==> src/rtl/alu_pkg.sv <==
// Shared types for the ALU command sequencer: operations, frame header
// tag and sequencer state encoding.
package alu_pkg;

    typedef enum logic [1:0] {
        OP_NOP = 2'd0,
        OP_ADD = 2'd1,
        OP_SUB = 2'd2
    } operation_t;

    localparam logic [5:0] HDR_TAG = 6'b110000;

    typedef enum logic [2:0] {
        S_IDLE  = 3'd0,
        S_GET_A = 3'd1,
        S_GET_B = 3'd2,
        S_ISSUE = 3'd3,
        S_WAIT  = 3'd4,
        S_RESP  = 3'd5
    } seq_state_t;

    function automatic logic hdr_ok(input logic [7:0] b);
        return (b[7:2] == HDR_TAG) && (b[1:0] != 2'b11);
    endfunction

endpackage

==> src/rtl/alu_seq_timer.sv <==
// Inter-byte timeout down-counter: reloads on i_clr, counts while i_en,
// pulses o_expire on its last enabled cycle. Built only with ALU_SEQ_TIMEOUT_EN.
`ifdef ALU_SEQ_TIMEOUT_EN
module alu_seq_timer #(
    parameter int CYCLES = 100000
) (
    input  logic clk,
    input  logic rst,
    input  logic i_clr,
    input  logic i_en,
    output logic o_expire
);

    localparam int CW = $clog2(CYCLES + 1);
    localparam logic [CW-1:0] LOADV = CW'(CYCLES);

    logic [CW-1:0] r_cnt;

    always_ff @(posedge clk or posedge rst) begin
        if (rst) begin
            r_cnt <= LOADV;
        end else if (i_clr) begin
            r_cnt <= LOADV;
        end else if (i_en && (r_cnt != '0)) begin
            r_cnt <= r_cnt - CW'(1);
        end
    end

    assign o_expire = i_en && !i_clr && (r_cnt == CW'(1));

endmodule
`endif

==> src/rtl/alu_cmd_seq.sv <==
// Frames UART bytes into ALU commands and returns the result byte.
// Optional inter-byte timeout is enabled by defining ALU_SEQ_TIMEOUT_EN.
module alu_cmd_seq
    import alu_pkg::*;
#(
    parameter int WIDTH          = 6,
    parameter int TIMEOUT_CYCLES = 100000
) (
    input  logic             clk,
    input  logic             rst,
    input  logic [7:0]       rx_data,
    input  logic             rx_valid,
    output logic [1:0]       alu_op,
    output logic [WIDTH-1:0] alu_a,
    output logic [WIDTH-1:0] alu_b,
    output logic             alu_in_valid,
    input  logic [WIDTH-1:0] alu_out,
    input  logic             alu_out_valid,
    output logic [7:0]       tx_data,
    output logic             tx_valid,
    input  logic             tx_ready,
    output logic             busy,
    output logic             err
);

    if (WIDTH < 1 || WIDTH > 8 || TIMEOUT_CYCLES < 1) begin : g_bad_param
        $error("alu_cmd_seq: illegal WIDTH or TIMEOUT_CYCLES");
    end

    seq_state_t       r_state;
    seq_state_t       w_next;
    operation_t       r_op;
    logic [WIDTH-1:0] r_a;
    logic [WIDTH-1:0] r_b;
    logic [7:0]       r_tx;
    logic             r_err;
    logic             w_err;
    logic             w_expire;
    logic             w_hdr_ok;

    assign w_hdr_ok = hdr_ok(rx_data);

`ifdef ALU_SEQ_TIMEOUT_EN
    logic w_tmr_en;
    logic w_tmr_clr;

    assign w_tmr_en  = (r_state == S_GET_A) || (r_state == S_GET_B);
    assign w_tmr_clr = rx_valid || !w_tmr_en;

    alu_seq_timer #(
        .CYCLES (TIMEOUT_CYCLES)
    ) u_timer (
        .clk      (clk),
        .rst      (rst),
        .i_clr    (w_tmr_clr),
        .i_en     (w_tmr_en),
        .o_expire (w_expire)
    );
`else
    assign w_expire = 1'b0;
`endif

    always_ff @(posedge clk or posedge rst) begin
        if (rst) begin
            r_state <= S_IDLE;
            r_err   <= 1'b0;
        end else begin
            r_state <= w_next;
            r_err   <= w_err;
        end
    end

    // Bytes arriving after the frame is complete are overruns.
    always_comb begin
        w_next = r_state;
        w_err  = 1'b0;
        unique case (r_state)
            S_IDLE: begin
                if (rx_valid) begin
                    if (w_hdr_ok) w_next = S_GET_A;
                    else          w_err  = 1'b1;
                end
            end
            S_GET_A: begin
                if (rx_valid) begin
                    w_next = S_GET_B;
                end else if (w_expire) begin
                    w_next = S_IDLE;
                    w_err  = 1'b1;
                end
            end
            S_GET_B: begin
                if (rx_valid) begin
                    w_next = S_ISSUE;
                end else if (w_expire) begin
                    w_next = S_IDLE;
                    w_err  = 1'b1;
                end
            end
            S_ISSUE: begin
                w_next = S_WAIT;
                w_err  = rx_valid;
            end
            S_WAIT: begin
                if (alu_out_valid) w_next = S_RESP;
                w_err = rx_valid;
            end
            S_RESP: begin
                if (tx_ready) w_next = S_IDLE;
                w_err = rx_valid;
            end
            default: w_next = S_IDLE;
        endcase
    end

    always_ff @(posedge clk or posedge rst) begin
        if (rst) begin
            r_op <= OP_NOP;
            r_a  <= '0;
            r_b  <= '0;
            r_tx <= '0;
        end else begin
            if (r_state == S_IDLE && rx_valid && w_hdr_ok)
                r_op <= operation_t'(rx_data[1:0]);
            if (r_state == S_GET_A && rx_valid)
                r_a <= rx_data[WIDTH-1:0];
            if (r_state == S_GET_B && rx_valid)
                r_b <= rx_data[WIDTH-1:0];
            if (r_state == S_WAIT && alu_out_valid)
                r_tx <= 8'(alu_out);
        end
    end

    always_comb begin
        alu_op       = r_op;
        alu_a        = r_a;
        alu_b        = r_b;
        alu_in_valid = (r_state == S_ISSUE);
        tx_data      = r_tx;
        tx_valid     = (r_state == S_RESP);
        busy         = (r_state != S_IDLE);
        err          = r_err;
    end

endmodule

==> config.mk <==
export PLATFORM = sky130hd
export DESIGN_NAME = alu_cmd_seq
export DESIGN_NICKNAME = d
export VERILOG_FILES = /design/src/rtl/alu_pkg.sv /design/src/rtl/alu_seq_timer.sv /design/src/rtl/alu_cmd_seq.sv
export SDC_FILE = /design/constraint.sdc
export NUM_CORES = 1
export LEC_CHECK = 0
export CORE_ASPECT_RATIO = 1.1
export CORE_UTILIZATION = 42
export CTS_CLUSTER_DIAMETER = 40
export CTS_CLUSTER_SIZE = 24
export DETAILED_ROUTE_END_ITERATION = 16
export PLACE_DENSITY = 0.76
export SLEW_MARGIN = 10
export SYNTH_ARGS = -nofsm -noshare
export SYNTH_HDL_FRONTEND = slang
export SYNTH_HIERARCHICAL = 1
export SYNTH_SLANG_ARGS = --single-unit
==> constraint.sdc <==
create_clock -name clk -period 2.06 [get_ports clk]
set_input_delay 0.515 -clock clk [delete_from_list [all_inputs] [get_ports clk]]
set_output_delay 0.515 -clock clk [all_outputs]
set_load 0.03 [all_outputs]
==> qor.txt <==
r2r startpoint -> r_state[0]
Antenna Nets Post-Route -> 0
clock skew -> 10.0 ps
Via Count -> 825
Final Non-Filler Cells -> 160
die area -> 2920 um2
Final HPWL DP -> 1.70 mm
register area share after synthesis -> 0.527
std cell rows -> 19
crit path max fanout -> 3
CTS tree -> done
Post-Syn Instances -> 81
Max Cap Violations -> 0
area grow syn2layout -> 45.4%
Detailed Route Iter0 Violations -> 1
diodes inserted -> 0
clock-pin slew on the worst setup and hold paths -> 130 ps
ratio of cells with drive above 1 in the final layout -> 0.225
synthesized flop and latch total -> 24
vias per cell -> 5.16
htree depth -> 1
Worst Hold Launch -> tx_data[0]
Num CTS Buffers -> 3
First-pass DRT Iterations -> 4
Die Y -> 56.6 um
max-slew violation count -> 0
fin worst setup slack -> 91.1 ps
setup TNS -> 0 ps
RSZ-0062 raised after global routing -> false
Yosys top cell area share -> 0.527
root buffer cell -> clkbuf_4
global-route wire length before repair -> 4.00 mm
largest net degree at the start of global routing -> 25
Final Util -> 0.651
Synth Cell Area -> 1140 um2
clock latency on the worst-skew pair -> 310 ps
Die Wd -> 51.6 um
clock sink count -> 24
DRC -> 0
static leakage power -> 0.718 nW
fin crit period -> 1970 ps
Pwr Density -> 1570 nW/um2
GRT overflow -> 0
initial antenna violation count -> 0
synth warn -> 6
setup violators final -> 0
Critical path origin -> r_state[0]
Final nets -> 149
Initial Util -> 0.448
PortBufs -> 42
crit path launch type -> flip-flop
# placed instances -> 156
outcome -> finished clean
Routed wire per std cell -> 14.1 um
HP Class -> reg -> reg
Hold Vio Cnt, Final -> 0
Data arrival, critical path -> 1450 ps
top cells by area, synth -> dfrtp_1, mux2_1, mux2_4
Cell variety after synth -> 30
I/O pins -> 45
dpl ws -> -40.1 ps
vias in the first global route -> 899
FMAX -> 0.508 GHz
Core ar. -> 2540 um2
WS Path Type -> reg -> out
maximum VDD drop -> 0.924 mV
CP endpoint kind -> output port
maximum clock path buffer count -> 2
Worst EP required -> 1540 ps
drt total wl -> 2.26 mm
period utilisation layout -> 0.956
gpl congestion -> 0.740
Syn Area/Cell -> 14.1 um2
largest area contributor in the netlist -> dfrtp_1
overall routing resource usage -> 0.181
## final timing paths
| path | end | slack [ps] | cells after the start |
|---|---|---|---|
| setup / recovery | busy | 90 | 2 |
| hold / removal | tx_data[0] | 500 | 1 |
| setup reg to reg | alu_b[4] | 440 | 5 |
| hold reg to reg | tx_data[0] | 500 | 1 |
| max in group asynchronous | tx_data[0] | 1270 | 3 |
| min in group asynchronous | alu_a[4] | 540 | 3 |
## synthesized netlist by cell type (all sizes together)
cell type	n
a21oi	1
o31a	1
nand3b	1
and3b	1
nand2b	1
nor4b	3
or4	1
o31ai	2
a311oi	2
nor2	1
mux2	20
nand2	4
a211oi	1
nand4	1
a21o	1
nor4bb	2
or3	1
nor3b	1
dfrtp	24
inv	1
and2	1
nor3	1
buf	6
nor2b	2
conb	1
## final cells by class
cell class,count,area [um2]
flip-flops and latches,24,601
fillers,206,888
multi-input cells,51,495
clock buffers,4,36.3
inverters,1,3.75
repair buffers,49,480
well taps,31,38.8
## power breakdown
| part | total, mW | leakage (nW) | switching (mW) | internal (mW) |
|---|---|---|---|---|
| clock | 0.242 | 0.0210 | 0.134 | 0.108 |
| combinational | 1.55 | 0.401 | 0.813 | 0.733 |
| sequential | 0.806 | 0.296 | 0.116 | 0.690 |
| total | 2.59 | 0.718 | 1.06 | 1.53 |
## cell families (layout without fill, tap and decap cells)
kind of cell           after synthesis  after routing  synth area share
DFF                                 24             24             0.527
and+or+nand+nor                     21             21             0.153
muxes                               20             20             0.218
AOI/OAI and AO/OA                    8              8            0.0582
buffers and inverters                7             54            0.0407
other                                1              2           0.00329
## registers in the layout, indices dropped and copies added, names as in the netlist
signal,cells
alu_op,2
alu_a,6
err,1
alu_b,6
tx_data,6
r_state,3
## critical path, cell delays in order, from the launching register on
cell and delay [ps]:
dfrtp_1 420, or3_1 360, dlygate4sd2_1 370
## timing repair
item	CTS	global route
endpoints found under the setup margin	2	0
gates resized for setup	2	0
setup buffers	0	0
hold buffers	0	0
## per-layer routing
layer	vias to the layer above	part of all wire	GRT usage
li1	389	-	-
met1	403	0.41	0.224
met2	31	0.50	0.302
met3	2	0.078	0.0488
met4	0	0.0084	0.0579
met5	-	0	0
## cell usage in the layout (no fill, tap or decap), types with 2 or more instances in the layout
master	count
buf_4	7
a311oi_1	2
nand2_1	4
nor2b_1	2
clkbuf_4	3
mux2_1	8
mux2_4	6
mux2_2	6
nor4bb_1	2
nor4b_2	2
dfrtp_1	24
conb_1	2
clkdlybuf4s50_1	39
dlygate4sd2_1	2
## per-stage QoR
step	power, mW	instance area (um2)	hold slack (ps)
2_1_floorplan	1.78	1140	530
3_3_place_gp	2.35	1620	466
3_5_place_dp	2.38	1620	482
4_1_cts	2.62	1660	512
5_1_grt	2.74	1660	532
6_report	2.59	1660	503
(Power assumes the default switching activity.)
